===== config.mk =====
export PLATFORM = sky130hd
export DESIGN_NAME = hero_write_rx
export DESIGN_NICKNAME = d
export VERILOG_FILES = /design/src/rtl/hero_write_rx.sv
export SDC_FILE = /design/constraint.sdc
export NUM_CORES = 1
export LEC_CHECK = 0
export ABC_AREA = 1
export BUFFER_PORTS_ARGS = -buffer_cell sky130_fd_sc_hd__buf_2
export CORE_MARGIN = 3
export CORE_UTILIZATION = 30
export DETAILED_ROUTE_END_ITERATION = 16
export GPL_TIMING_DRIVEN = 1
export PLACE_DENSITY_LB_ADDON = 0.3
export SLEW_MARGIN = 25
export SYNTH_ARGS = -nofsm -noshare
export SYNTH_HDL_FRONTEND = slang
export SYNTH_SLANG_ARGS = --single-unit

===== constraint.sdc =====
create_clock -name clk -period 8.62 [get_ports clk]
set_clock_uncertainty 0.05 [all_clocks]
set_input_delay 0.862 -clock clk [delete_from_list [all_inputs] [get_ports clk]]
set_output_delay 0.862 -clock clk [all_outputs]
set_load 0.01 [all_outputs]

===== src/rtl/hero_write_rx.sv =====
// Receive end of the hero write bus: stages each transaction speculatively in a beat FIFO,
// releases it on its DONE beat, and discards malformed or unadmittable transactions whole.
module hero_write_rx #(
    parameter int HERO_WIDTH = 36,
    parameter int CT_W       = 2,
    parameter int MAX_BEATS  = 8,
    parameter int DEPTH      = 16
) (
    input  logic                  clk,
    input  logic                  rst,
    input  logic [CT_W-1:0]       hero_cycle_type,
    input  logic [HERO_WIDTH-1:0] hero_wdat,
    input  logic                  hero_clk_en,
    output logic                  out_valid,
    input  logic                  out_ready,
    output logic [HERO_WIDTH-1:0] out_data,
    output logic                  out_last,
    output logic                  err_overflow,
    output logic                  err_protocol,
    output logic                  txn_commit,
    output logic [15:0]           dropped_txns
);

    localparam int AW = $clog2(DEPTH);
    localparam int PW = AW + 1;
    localparam int CW = $clog2(MAX_BEATS + 1);

    localparam logic [CT_W-1:0] CT_IDLE  = CT_W'(0);
    localparam logic [CT_W-1:0] CT_DONE  = CT_W'(2);
    localparam logic [CT_W-1:0] CT_ILL   = CT_W'(3);
    localparam logic [PW-1:0]   DEPTH_P  = PW'(DEPTH);
    localparam logic [PW-1:0]   MAXB_P   = PW'(MAX_BEATS);
    localparam logic [CW-1:0]   MAXB_C   = CW'(MAX_BEATS);

    typedef enum logic [1:0] {S_IDLE, S_RECV, S_DROP} state_t;

    state_t                r_state, w_state_nx;
    logic [PW-1:0]         r_rd, r_wr_commit, r_wr_spec;
    logic [PW-1:0]         w_commit_nx, w_spec_nx;
    logic [CW-1:0]         r_cnt, w_cnt_nx;
    logic [15:0]           r_dropped;
    logic                  r_err_ovf, r_err_prot, r_commit;
    logic [HERO_WIDTH:0]   r_mem [DEPTH];

    logic                  w_beat, w_is_done, w_is_ill, w_admit, w_we;
    logic                  w_ovf, w_prot, w_commit_p, w_drop_inc, w_valid, w_pop;
    logic [PW-1:0]         w_used;
    logic [HERO_WIDTH:0]   w_rd_entry;

    assign w_beat    = hero_clk_en && (hero_cycle_type != CT_IDLE);
    assign w_is_done = (hero_cycle_type == CT_DONE);
    assign w_is_ill  = (hero_cycle_type == CT_ILL);
    // Registered occupancy only; a same-cycle pop is deliberately not credited.
    assign w_used    = r_wr_spec - r_rd;
    assign w_admit   = (DEPTH_P - w_used) >= MAXB_P;

    always_comb begin
        w_state_nx  = r_state;
        w_spec_nx   = r_wr_spec;
        w_commit_nx = r_wr_commit;
        w_cnt_nx    = r_cnt;
        w_we        = 1'b0;
        w_ovf       = 1'b0;
        w_prot      = 1'b0;
        w_commit_p  = 1'b0;
        w_drop_inc  = 1'b0;
        if (w_beat) begin
            if (w_is_ill) begin
                w_spec_nx  = r_wr_commit;
                w_prot     = 1'b1;
                w_drop_inc = (r_state == S_RECV);
                w_cnt_nx   = '0;
                w_state_nx = S_IDLE;
            end else begin
                case (r_state)
                    S_IDLE: begin
                        if (w_admit) begin
                            w_we       = 1'b1;
                            w_spec_nx  = r_wr_spec + PW'(1);
                            w_cnt_nx   = CW'(1);
                            if (w_is_done) begin
                                w_commit_nx = r_wr_spec + PW'(1);
                                w_commit_p  = 1'b1;
                            end else begin
                                w_state_nx = S_RECV;
                            end
                        end else begin
                            w_ovf      = 1'b1;
                            w_drop_inc = 1'b1;
                            w_state_nx = w_is_done ? S_IDLE : S_DROP;
                        end
                    end
                    S_RECV: begin
                        if (r_cnt == MAXB_C) begin
                            w_spec_nx  = r_wr_commit;
                            w_prot     = 1'b1;
                            w_drop_inc = 1'b1;
                            w_cnt_nx   = '0;
                            w_state_nx = w_is_done ? S_IDLE : S_DROP;
                        end else begin
                            w_we      = 1'b1;
                            w_spec_nx = r_wr_spec + PW'(1);
                            w_cnt_nx  = r_cnt + CW'(1);
                            if (w_is_done) begin
                                w_commit_nx = r_wr_spec + PW'(1);
                                w_commit_p  = 1'b1;
                                w_state_nx  = S_IDLE;
                            end
                        end
                    end
                    S_DROP: begin
                        if (w_is_done) w_state_nx = S_IDLE;
                    end
                    default: w_state_nx = S_IDLE;
                endcase
            end
        end
    end

    always_ff @(posedge clk or posedge rst) begin
        if (rst) begin
            r_state     <= S_IDLE;
            r_rd        <= '0;
            r_wr_commit <= '0;
            r_wr_spec   <= '0;
            r_cnt       <= '0;
            r_dropped   <= '0;
            r_err_ovf   <= 1'b0;
            r_err_prot  <= 1'b0;
            r_commit    <= 1'b0;
        end else begin
            r_state     <= w_state_nx;
            r_wr_spec   <= w_spec_nx;
            r_wr_commit <= w_commit_nx;
            r_cnt       <= w_cnt_nx;
            r_err_ovf   <= w_ovf;
            r_err_prot  <= w_prot;
            r_commit    <= w_commit_p;
            if (w_pop) r_rd <= r_rd + PW'(1);
            if (w_drop_inc && (r_dropped != 16'hFFFF)) r_dropped <= r_dropped + 16'd1;
        end
    end

    always_ff @(posedge clk) begin
        if (w_we) r_mem[r_wr_spec[AW-1:0]] <= {w_is_done, hero_wdat};
    end

    assign w_valid    = (r_rd != r_wr_commit);
    assign w_pop      = w_valid && out_ready;
    assign w_rd_entry = r_mem[r_rd[AW-1:0]];

    // Data is masked while nothing is committed so stale entries never leak out.
    assign out_valid    = w_valid;
    assign out_data     = w_valid ? w_rd_entry[HERO_WIDTH-1:0] : '0;
    assign out_last     = w_valid && w_rd_entry[HERO_WIDTH];
    assign err_overflow = r_err_ovf;
    assign err_protocol = r_err_prot;
    assign txn_commit   = r_commit;
    assign dropped_txns = r_dropped;

endmodule

# After elaboration in Yosys (flattened, before gate mapping)
# Memories as Yosys holds them, arrays and structs flattened.
# Cells that the tools add are included.
# W data, S select, Z words.
[classes] n_addsub=6 order_cmp=1 n_eq_ne=11 n_mux=44 bitwise=1 n_reduce_logical=11
[ops] operator="$mux W36" count=1
[ops] operator="$mux W5" count=6
[ops] operator="$mux W1" count=21
[ops] operator="$pmux W5 S2" count=2
[ops] operator="$add A16 B1 Y16 const B" count=1
[ops] operator="$ne A16 B16 Y1 const B" count=1
[ops] operator="$mux W2" count=6
[ops] operator="$mux W4" count=3
[ops] operator="$add A5 B1 Y5 const B" count=2
[ops] operator="$pmux W4 S2" count=1
[ops] operator="$eq A2 B2 Y1 const B" count=3
[ops] operator="$pmux W1 S2" count=3
[ops] operator="$pmux W2 S3" count=1
[ops] operator="$ge A5 B4 Y1 const B" count=1
[ops] operator="$ne A5 B5 Y1" count=1
[ops] operator="$reduce_and A5 Y1" count=1
[ops] operator="$sub A5 B5 Y5" count=1
[ops] operator="$sub A5 B5 Y5 const A" count=1
[ops] operator="$add A4 B1 Y4 const B" count=1
[ops] operator="$eq A4 B4 Y1 const B" count=1
[ops] operator="$logic_and A1 B1 Y1" count=4
[ops] operator="$ne A2 B2 Y1 const B" count=2
[ops] operator="$ne A4 B4 Y1 const B" count=1
[ops] operator="$reduce_bool A2 Y1" count=2
[ops] operator="other kinds (7)" count=7
[word_totals] register_bits=40 ram_bits=592 in_bits=42 output_inout_bits=57 elab_cells=84 memories=1
[mem_list] memory="r_mem" depth=16 width=37 read_ports=1 rd_clocked_by_memory_dff=0 write_ports=1 line="43" source="logic [HERO_WIDTH:0] r_mem [DEPTH];"

# Logic depth before layout (Yosys ltp)
# Gate-level depths: netlist of run 1.
[logic_depth] depth_word=9 depth_mapped=17 mapped_depth_nobuf=14

# Least setup slack after synthesis of run 1
# Ideal clock, no wire load.
[synth_path] path_type="register -> register" start="register r_rd[0]" end="memory r_mem[10][0] in the netlist's numbering, enable pin" setup_ns=0.432 t_arrival_ns=4.069 required_time_ns=8.138 setup_slack_ns=4.070 stages_incl_launch_ff=17 n_path_buf=4 synth_period_minus_slack_ns=4.550 cell_sequence="dfrtp_1 inv_2 buf_4 buf_4 buf_2 ha_1 inv_1 ha_1 inv_1 fa_1 xor2_1 nand3_2 nand2_1 nand2_1 nand3_2 buf_6 nor2_1"
[synth_via] elab_chain_len=9
[synth_rtl] item="from (decl)" line="38" source="logic [PW-1:0] r_rd, r_wr_commit, r_wr_spec;"
[synth_rtl] item="from (signal assigned)" line="139" source="if (w_pop) r_rd <= r_rd + PW'(1);"
[synth_rtl] item="$sub A5 B5 Y5" line="54" source="assign w_used = r_wr_spec - r_rd;"
[synth_rtl] item="$sub A5 B5 Y5" line="55" source="assign w_admit = (DEPTH_P - w_used) >= MAXB_P;"
[synth_rtl] item="$ge A5 B4 Y1" line="55"
[synth_rtl] item="$mux W1" line="77" source="if (w_admit) begin"
[synth_rtl] item="$pmux W1 S2" line="75" source="case (r_state)"
[synth_rtl] item="$mux W1" line="68" source="if (w_is_ill) begin"
[synth_rtl] item="$mux W1" line="67" source="if (w_beat) begin"
[synth_rtl] item="$mux W1" line="145" source="if (w_we) r_mem[r_wr_spec[AW-1:0]] <= {w_is_done, hero_wdat};"
[synth_rtl] item="$mux W1 (implied by the code)" line="145"
[synth_rtl] item="to (decl)" line="43"
# No other way between the ends.

# Worst setup path after layout of run 1
[layout_path] start="register r_rd[0]" end="output out_last"
[layout_via] elab_chain_len=2 word_cells_on_any_way=3 cone_classes="eq/ne: 1; reduce/logical: 1; memory: 1"
[layout_rtl] item="$mem_v2 Z16 W37 / $ne A5 B5 Y1 (equally long branches)"
[layout_rtl] item="$logic_and A1 B1 Y1 (*)" line="155" source="assign out_last = w_valid && w_rd_entry[HERO_WIDTH];"
[layout_rtl] item="to (decl)" line="17" source="output logic out_last,"
# Mark *: on every way between the ends. The rest lies on a longest branch, timed or not.

==> flow_results.xml, run 1 <==
<?xml version="1.0" encoding="UTF-8"?>
<metrics>
  <group name="outcome">
    <metric name="outcome" unit="">complete, no violations</metric>
  </group>
  <group name="final_layout">
    <metric name="fillCellCount" unit="">8492</metric>
    <metric name="layout.cells.most_common" unit="">edfxtp_1</metric>
    <metric name="area.sequential" unit="mm^2">0.0188</metric>
    <metric name="area_grow_syn2layout" unit="%">14.2</metric>
    <metric name="nets" unit="">2288</metric>
    <metric name="layout-drive-gt1-share" unit="%">11.5</metric>
    <metric name="final_cell_mix" unit="">592 x edfxtp_1, 463 x nor2_1, 277 x o21ai_0, 227 x nand2_1, 112 x o21ai_1</metric>
    <metric name="multi_input_comb_area" unit="mm^2">0.00651</metric>
  </group>
  <group name="timing">
    <metric name="post-route-period-util" unit="%">60.0</metric>
    <metric name="maximum_clock_frequency" unit="MHz">193</metric>
    <metric name="pin_slew_with_the_least_headroom_to_its_limit" unit="ns">1.04</metric>
    <metric name="totalNegativeSetupSlack" unit="ns">0</metric>
    <metric name="hold_viol" unit="">0</metric>
    <metric name="setup_violations" unit="">0</metric>
    <metric name="final_period_minus_worst_setup_slack" unit="ns">5.17</metric>
    <metric name="rsz0062_at_grt" unit="">false</metric>
    <metric name="max_slew_margin" unit="%">30.7</metric>
    <metric name="maxSlewViolCount" unit="">0</metric>
  </group>
  <group name="worst_setup_path">
    <metric name="crit_path_top_delay_cell" unit="">buf_4</metric>
    <metric name="endpoint" unit="">out_last</metric>
    <metric name="critPathTopFamily" unit="">buffers and inverters</metric>
    <metric name="r2r_start" unit="">r_rd[0]</metric>
    <metric name="critPathKind" unit="">reg -&gt; out</metric>
    <metric name="timing.critical_path.arrival" unit="ns">4.26</metric>
    <metric name="critical_path_buf_inv_count" unit="">4</metric>
    <metric name="timing.critical_path.from_type" unit="">flop</metric>
    <metric name="worst_path_depth" unit="">8</metric>
    <metric name="terminus_of_the_critical_flop_to_flop_path" unit="">r_mem[5][4]</metric>
    <metric name="setup.worst_path.start" unit="">r_rd[0]</metric>
    <metric name="timing.critical_path.required" unit="ns">7.71</metric>
    <metric name="worstPathCellList" unit="">inv_8, buf_4, buf_6, o21ai_0, o21ai_1, nand2_1, a31oi_1, buf_2</metric>
    <metric name="cp_slowest_stage_delay" unit="ns">0.71</metric>
    <metric name="kind_of_end_point_of_the_critical_path" unit="">output port</metric>
    <metric name="ff2ff_setup_slack" unit="ns">4.30</metric>
    <metric name="timing.critical_path.fanout_max" unit="">117</metric>
    <metric name="worst-r2r-cell-count" unit="">13</metric>
  </group>
  <group name="global_routing">
    <metric name="grt_max_degree" unit="">118</metric>
    <metric name="number_of_antenna_violations_at_the_first_check_in_global_routing" unit="">6</metric>
    <metric name="globalRoute.totalOverflow" unit="">0</metric>
    <metric name="first_global_vias" unit="">16700</metric>
    <metric name="groute.usage.overall" unit="%">14.2</metric>
    <metric name="grt_first_pass_wirelength" unit="um">99900</metric>
  </group>
  <group name="logic_synthesis">
    <metric name="post_synth.cell_area_avg" unit="um^2">12.1</metric>
    <metric name="netlist_area" unit="mm^2">0.0261</metric>
    <metric name="synth_cells" unit="">2160</metric>
    <metric name="synthDistinctLibCells" unit="">36</metric>
    <metric name="ys_seq_elements" unit="">632</metric>
    <metric name="postSynthNetCount" unit="">2218</metric>
    <metric name="synth_seq_area_share" unit="%">72.0</metric>
    <metric name="synthDominantAreaCellType" unit="">edfxtp_1</metric>
    <metric name="yosysWarningCount" unit="">0</metric>
    <metric name="synth_largest_type_area_fraction" unit="%">68.2</metric>
    <metric name="synthTopCellsByArea" unit="">edfxtp_1 68%, nor2_1 6.9%, o21ai_0 5.3%, dfrtp_1 3.8%, nand2_1 3.3%</metric>
  </group>
  <group name="placement">
    <metric name="place.port_buffers" unit="">98</metric>
    <metric name="finalWeightedCongestion" unit="">0.786</metric>
    <metric name="hpwlAfterDp" unit="um">34100</metric>
  </group>
  <group name="clocking">
    <metric name="cts.hold.buffers_added" unit="">0</metric>
    <metric name="tritoncts" unit="">yes</metric>
    <metric name="post_cts.repair.setup_buffers" unit="">0</metric>
    <metric name="ctsResizeCount" unit="">0</metric>
    <metric name="clock_insertion_delay_at_the_later_pin_of_the_skew_report" unit="ns">0.60</metric>
    <metric name="path_clk_slew" unit="ns">0.06</metric>
    <metric name="numCtsBuffers" unit="">68</metric>
    <metric name="cts-htree-levels" unit="">3</metric>
    <metric name="cts_sinks" unit="">632</metric>
    <metric name="cts_root_buf" unit="">clkbuf_16</metric>
    <metric name="cts.path.max_buffers" unit="">3</metric>
  </group>
  <group name="run">
    <metric name="drv_cap" unit="">0</metric>
  </group>
  <group name="pwr">
    <metric name="switching_share" unit="%">37.4</metric>
    <metric name="cellInternalPower" unit="mW">6.07</metric>
    <metric name="switching_power" unit="mW">3.62</metric>
    <metric name="total_power" unit="mW">9.69</metric>
    <metric name="power.density" unit="mW/mm^2">325</metric>
    <metric name="share_clk_of_total_power" unit="%">28.5</metric>
    <metric name="p_leak" unit="nW">9.97</metric>
    <metric name="p_comb_share" unit="%">33.5</metric>
    <metric name="power_frac_seq" unit="%">38.0</metric>
    <metric name="vdd_drop_max" unit="mV">0.212</metric>
  </group>
  <group name="routing">
    <metric name="route.met2.wl" unit="um">32200</metric>
    <metric name="routed_vias_inst" unit="">4.85</metric>
    <metric name="number_of_drc_markers_in_iteration_0" unit="">1294</metric>
    <metric name="route.antenna.remaining_nets" unit="">0</metric>
    <metric name="routed_wirelength" unit="um">65300</metric>
    <metric name="remaining_drc_errors" unit="">0</metric>
    <metric name="detailedRoute.firstPassIterationCount" unit="">5</metric>
    <metric name="drt-met1-wl" unit="um">28600</metric>
    <metric name="dr_wl_met3" unit="um">2930</metric>
    <metric name="highest-signal-layer" unit="">met5</metric>
    <metric name="route.detailed.wl_per_inst" unit="um">19.0</metric>
    <metric name="vias" unit="">16600</metric>
  </group>
  <group name="floorplan">
    <metric name="floorplan.rows" unit="">107</metric>
    <metric name="floorplan.io_pins" unit="">99</metric>
    <metric name="floorplan.die_area" unit="mm^2">0.0905</metric>
    <metric name="floorplan.initialDensity" unit="%">30.4</metric>
    <metric name="die_width" unit="um">301</metric>
    <metric name="dieHeight" unit="um">301</metric>
    <metric name="placeableCoreArea" unit="mm^2">0.0857</metric>
  </group>
  <group name="worst_hold_path">
    <metric name="holdCritPathClass" unit="">in -&gt; async</metric>
  </group>
</metrics>
-- tightest hold or removal path: stages --
cell and delay [ns]:
buf_2 0.10, clkinv_1 0.03, buf_4 0.45
-- through the flow --
stage	instances	utilization [%]	cell area [um^2]	hold slack [ns]	setup WS (ns)
3_3_place_gp	3304	32.3	27700	0.439	3.79
4_1_cts	3427	34.7	29800	0.320	3.07
6_report	3430	34.8	29800	0.327	3.45
2_1_floorplan	2160	-	26100	0.414	4.07
3_5_place_dp	3304	32.3	27700	0.449	3.74
5_1_grt	3427	34.7	29800	0.363	3.08
-- synthesized netlist by cell type --
cell type,instances
nor3_4,1
ha_1,15
a31oi_4,1
nand4_1,3
o21ai_0,277
buf_2,23
clkbuf_1,64
buf_4,9
buf_12,1
o21ai_1,112
nor3_1,6
a21oi_2,3
or2_2,1
a21oi_4,1
nor2_2,4
inv_2,5
nand3_1,65
nor3_2,1
inv_1,53
xor2_1,21
buf_8,1
nand3_2,2
buf_6,17
o211ai_1,74
buf_1,11
xnor2_1,6
a21oi_1,15
fa_1,1
a31oi_1,23
dfrtp_1,40
nand3b_1,2
nand2_1,227
nand4_4,1
nand2_2,3
edfxtp_1,592
nor2_1,479
-- routing by layer --
metal | vias up | global-route usage [%]
met2 | 379 | 24.0
met4 | 6 | 4.53
met5 | - | 0
met1 | 8331 | 18.7
li1 | 7833 | -
met3 | 93 | 2.29
-- cell type report --
cell class,instances,share of cell area (%)
Antenna cell,3,0.0252
Sequential cell,632,63.1
Multi-Input combinational cell,1344,21.9
Clock buffer,88,6.04
Tap cell,1144,4.81
Inverter,58,0.765
Clock inverter,35,1.01
Timing Repair Buffer,126,2.40
-- sequential cells by signal, summed over array words and instances, names as in the netlist --
name and flops:
dropped_txns 16, r_cnt 4, r_rd 5, r_state 2, r_mem 592, r_wr_commit 5
err_overflow 1, r_wr_spec 5, err_protocol 1, txn_commit 1
-- cells by family after synthesis --
logic type               share of synthesized area, %
AND/OR/NAND/NOR                                  12.1
flip-flops                                       72.0
adder cells (fa/ha/maj)                         0.797
buffers and inverters                            3.48
AO/OA/AOI/OAI                                    10.7
XOR/XNOR                                        0.907
-- power by group through the flow --
stage               combinational (mW)  clock [mW]  sequential, mW
finish                            3.25        2.76            3.68
global route                      3.67        2.95            3.70
CTS                               3.33        2.83            3.68
detailed placement                3.31           0            3.74
global placement                  3.27           0            3.73
floorplan                         2.31           0            3.67
-- worst min-delay path by stage --
stage / startpoint / end / slack [ns] / cells after the start
4_1_cts: rst / dropped_txns[1] / 0.32 / 3
6_report: rst / dropped_txns[1] / 0.33 / 3
2_1_floorplan: r_wr_spec[4] / r_wr_spec[4] / 0.41 / 2
5_1_grt: rst / dropped_txns[1] / 0.36 / 3
3_5_place_dp: r_wr_spec[4] / r_wr_spec[4] / 0.45 / 2
3_3_place_gp: r_wr_spec[4] / r_wr_spec[4] / 0.44 / 2
No activity file was read; power rests on OpenSTA's default activity.
==> run 2: changes to the inputs <==
==> constraint.sdc (replaced) <==
create_clock -name clk -period 4.8 [get_ports clk]
set_clock_uncertainty 0.05 [all_clocks]
set_input_delay 0.48 -clock clk [delete_from_list [all_inputs] [get_ports clk]]
set_output_delay 0.48 -clock clk [all_outputs]
set_load 0.01 [all_outputs]
==> flow_results.xml, run 2 (synthesis results as in run 1) <==
<?xml version="1.0" encoding="UTF-8"?>
<metrics>
  <group name="worst_setup_path">
    <metric name="timing.critical_path.required" unit="ns">4.27</metric>
    <metric name="ff2ff_setup_slack" unit="ns">0.86</metric>
    <metric name="crit_path_top_delay_cell" unit="">buf_12</metric>
    <metric name="critical_path_buf_inv_count" unit="">2</metric>
    <metric name="cp_slowest_stage_delay" unit="ns">0.56</metric>
    <metric name="worst_path_depth" unit="">6</metric>
    <metric name="timing.critical_path.arrival" unit="ns">3.62</metric>
    <metric name="worst-r2r-cell-count" unit="">14</metric>
    <metric name="timing.critical_path.fanout_max" unit="">299</metric>
    <metric name="terminus_of_the_critical_flop_to_flop_path" unit="">r_mem[14][18]</metric>
    <metric name="worstPathCellList" unit="">buf_12, o21ai_0, o211ai_1, nand3_1, a31oi_1, buf_2</metric>
    <metric name="kind_of_end_point_of_the_critical_path" unit="">output port</metric>
    <metric name="r2r_start" unit="">r_rd[0]</metric>
    <metric name="timing.critical_path.from_type" unit="">flop</metric>
    <metric name="critPathKind" unit="">reg -&gt; out</metric>
    <metric name="critPathTopFamily" unit="">compound AO/OA/AOI/OAI gates</metric>
  </group>
  <group name="final_layout">
    <metric name="largest_register_ff_count" unit="">592</metric>
    <metric name="multi_input_comb_area" unit="mm^2">0.00651</metric>
    <metric name="fin_cells" unit="">3429</metric>
    <metric name="layout-drive-gt1-share" unit="%">11.2</metric>
    <metric name="nets" unit="">2289</metric>
    <metric name="final_cell_mix" unit="">592 x edfxtp_1, 462 x nor2_1, 277 x o21ai_0, 227 x nand2_1, 112 x o21ai_1</metric>
    <metric name="layout.cells.most_common" unit="">edfxtp_1</metric>
    <metric name="area.sequential" unit="mm^2">0.0188</metric>
    <metric name="area_grow_syn2layout" unit="%">14.5</metric>
    <metric name="fillCellCount" unit="">8405</metric>
    <metric name="final_design_area_no_fill" unit="mm^2">0.0299</metric>
  </group>
  <group name="routing">
    <metric name="route.detailed.wl_per_inst" unit="um">19.7</metric>
    <metric name="routed_vias_inst" unit="">4.87</metric>
    <metric name="vias" unit="">16700</metric>
    <metric name="detailedRoute.firstPassIterationCount" unit="">5</metric>
    <metric name="number_of_drc_markers_in_iteration_0" unit="">1392</metric>
    <metric name="routed_wirelength" unit="um">67600</metric>
    <metric name="route.antenna.remaining_nets" unit="">0</metric>
    <metric name="remaining_drc_errors" unit="">0</metric>
  </group>
  <group name="clocking">
    <metric name="cts-htree-levels" unit="">3</metric>
    <metric name="clock_insertion_delay_at_the_later_pin_of_the_skew_report" unit="ns">0.60</metric>
    <metric name="path_clk_slew" unit="ns">0.06</metric>
    <metric name="cts_sinks" unit="">632</metric>
    <metric name="numCtsBuffers" unit="">67</metric>
    <metric name="tritoncts" unit="">yes</metric>
    <metric name="ctsResizeCount" unit="">0</metric>
    <metric name="cts_root_buf" unit="">clkbuf_16</metric>
    <metric name="cts.path.max_buffers" unit="">3</metric>
  </group>
  <group name="global_routing">
    <metric name="globalRoute.totalOverflow" unit="">0</metric>
    <metric name="groute.usage.overall" unit="%">14.7</metric>
    <metric name="first_global_vias" unit="">16500</metric>
    <metric name="grt_first_pass_wirelength" unit="um">102000</metric>
    <metric name="grt_max_degree" unit="">234</metric>
    <metric name="number_of_antenna_violations_at_the_first_check_in_global_routing" unit="">4</metric>
  </group>
  <group name="timing">
    <metric name="final.hold.worst_slack" unit="ns">0.159</metric>
    <metric name="setup_violations" unit="">0</metric>
    <metric name="final_period_minus_worst_setup_slack" unit="ns">4.15</metric>
    <metric name="rsz0062_at_grt" unit="">false</metric>
    <metric name="max_slew_margin" unit="%">-18.5</metric>
    <metric name="pin_slew_with_the_least_headroom_to_its_limit" unit="ns">1.78</metric>
    <metric name="maxSlewViolCount" unit="">194</metric>
    <metric name="hold_viol" unit="">0</metric>
    <metric name="setup_ws" unit="ns">0.648</metric>
    <metric name="maximum_clock_frequency" unit="MHz">241</metric>
    <metric name="post-route-period-util" unit="%">86.5</metric>
    <metric name="totalNegativeSetupSlack" unit="ns">0</metric>
  </group>
  <group name="pwr">
    <metric name="power.density" unit="mW/mm^2">587</metric>
    <metric name="vdd_drop_max" unit="mV">0.724</metric>
    <metric name="p_leak" unit="nW">9.97</metric>
  </group>
  <group name="placement">
    <metric name="hpwlAfterDp" unit="um">38700</metric>
    <metric name="finalWeightedCongestion" unit="">0.808</metric>
    <metric name="placed_cells" unit="">3306</metric>
    <metric name="post-place-ws" unit="ns">0.826</metric>
    <metric name="dpl_cell_area" unit="mm^2">0.0278</metric>
    <metric name="place.port_buffers" unit="">98</metric>
  </group>
  <group name="worst_hold_path">
    <metric name="worstHoldStart" unit="">out_ready</metric>
    <metric name="terminating_pin_of_the_worst_hold_path" unit="">r_rd[3]</metric>
    <metric name="worstHoldPathCells" unit="">3</metric>
    <metric name="holdCritPathClass" unit="">in -&gt; reg</metric>
  </group>
  <group name="outcome">
    <metric name="outcome" unit="">finished, violations left</metric>
    <metric name="violations" unit="">max-slew violations</metric>
  </group>
  <group name="floorplan">
    <metric name="floorplan.rows" unit="">107</metric>
    <metric name="floorplan.die_area" unit="mm^2">0.0905</metric>
    <metric name="dieHeight" unit="um">301</metric>
    <metric name="floorplan.initialDensity" unit="%">30.4</metric>
    <metric name="floorplan.io_pins" unit="">99</metric>
    <metric name="die_width" unit="um">301</metric>
    <metric name="placeableCoreArea" unit="mm^2">0.0857</metric>
  </group>
  <group name="run">
    <metric name="drv_cap" unit="">0</metric>
  </group>
</metrics>
-- run 2: power breakdown --
part / internal (mW) / total [mW] / switching (mW)
Combinational: 1.80 / 6.19 / 4.39
Clock: 2.72 / 4.81 / 2.09
Sequential: 6.36 / 6.51 / 0.154
-- run 2: per-layer routing --
| layer | global-route usage, % | vias to the layer above | wire [um] |
|---|---|---|---|
| li1 | - | 7830 | - |
| met1 | 19.7 | 8351 | 29700 |
| met2 | 24.3 | 424 | 32700 |
| met3 | 2.56 | 90 | 3590 |
| met4 | 4.83 | 2 | 1660 |
| met5 | 0 | - | 7 |
-- run 2: how the worst max path moves through the flow --
stage	start	to	slack, ns
6_report	r_rd[0]	out_data[21]	0.65
3_5_place_dp	r_rd[0]	out_data[21]	0.83
3_3_place_gp	r_rd[0]	r_mem[12][8]	0.72
2_1_floorplan	r_rd[0]	r_mem[10][0]	0.25
5_1_grt	r_rd[1]	out_data[30]	0.42
4_1_cts	r_rd[0]	out_data[21]	0.11
-- run 2: tightest hold or removal path, cell delays in order --
cell	delay (ns)
buf_2	0.13
nand3_1	0.08
nand2_1	0.06
-- run 2: layout make-up --
cell class                 count  share of cell area (%)
antenna                        3                  0.0251
clock buffer                  83                    5.89
clock inverter                37                   0.893
inverter                      58                   0.754
multi-input combinational   1344                    21.8
sequential                   632                    62.9
tap                         1144                    4.79
timing repair buffer         128                    2.89
-- run 2: what timing repair did --
item | 4_1_cts | 5_1_grt
setup buffers | 0 | 0
endpoints found under the hold margin | 40 | 0
hold buffers | 1 | 0
setup endpoints to repair | 0 | 1
-- run 2: through the flow --
stage          utilization, %  power, mW
6_report                 34.8       17.5
5_1_grt                  34.8       18.6
4_1_cts                  34.8       17.7
3_5_place_dp             32.5       12.9
3_3_place_gp             32.3       12.8
2_1_floorplan               -       10.7
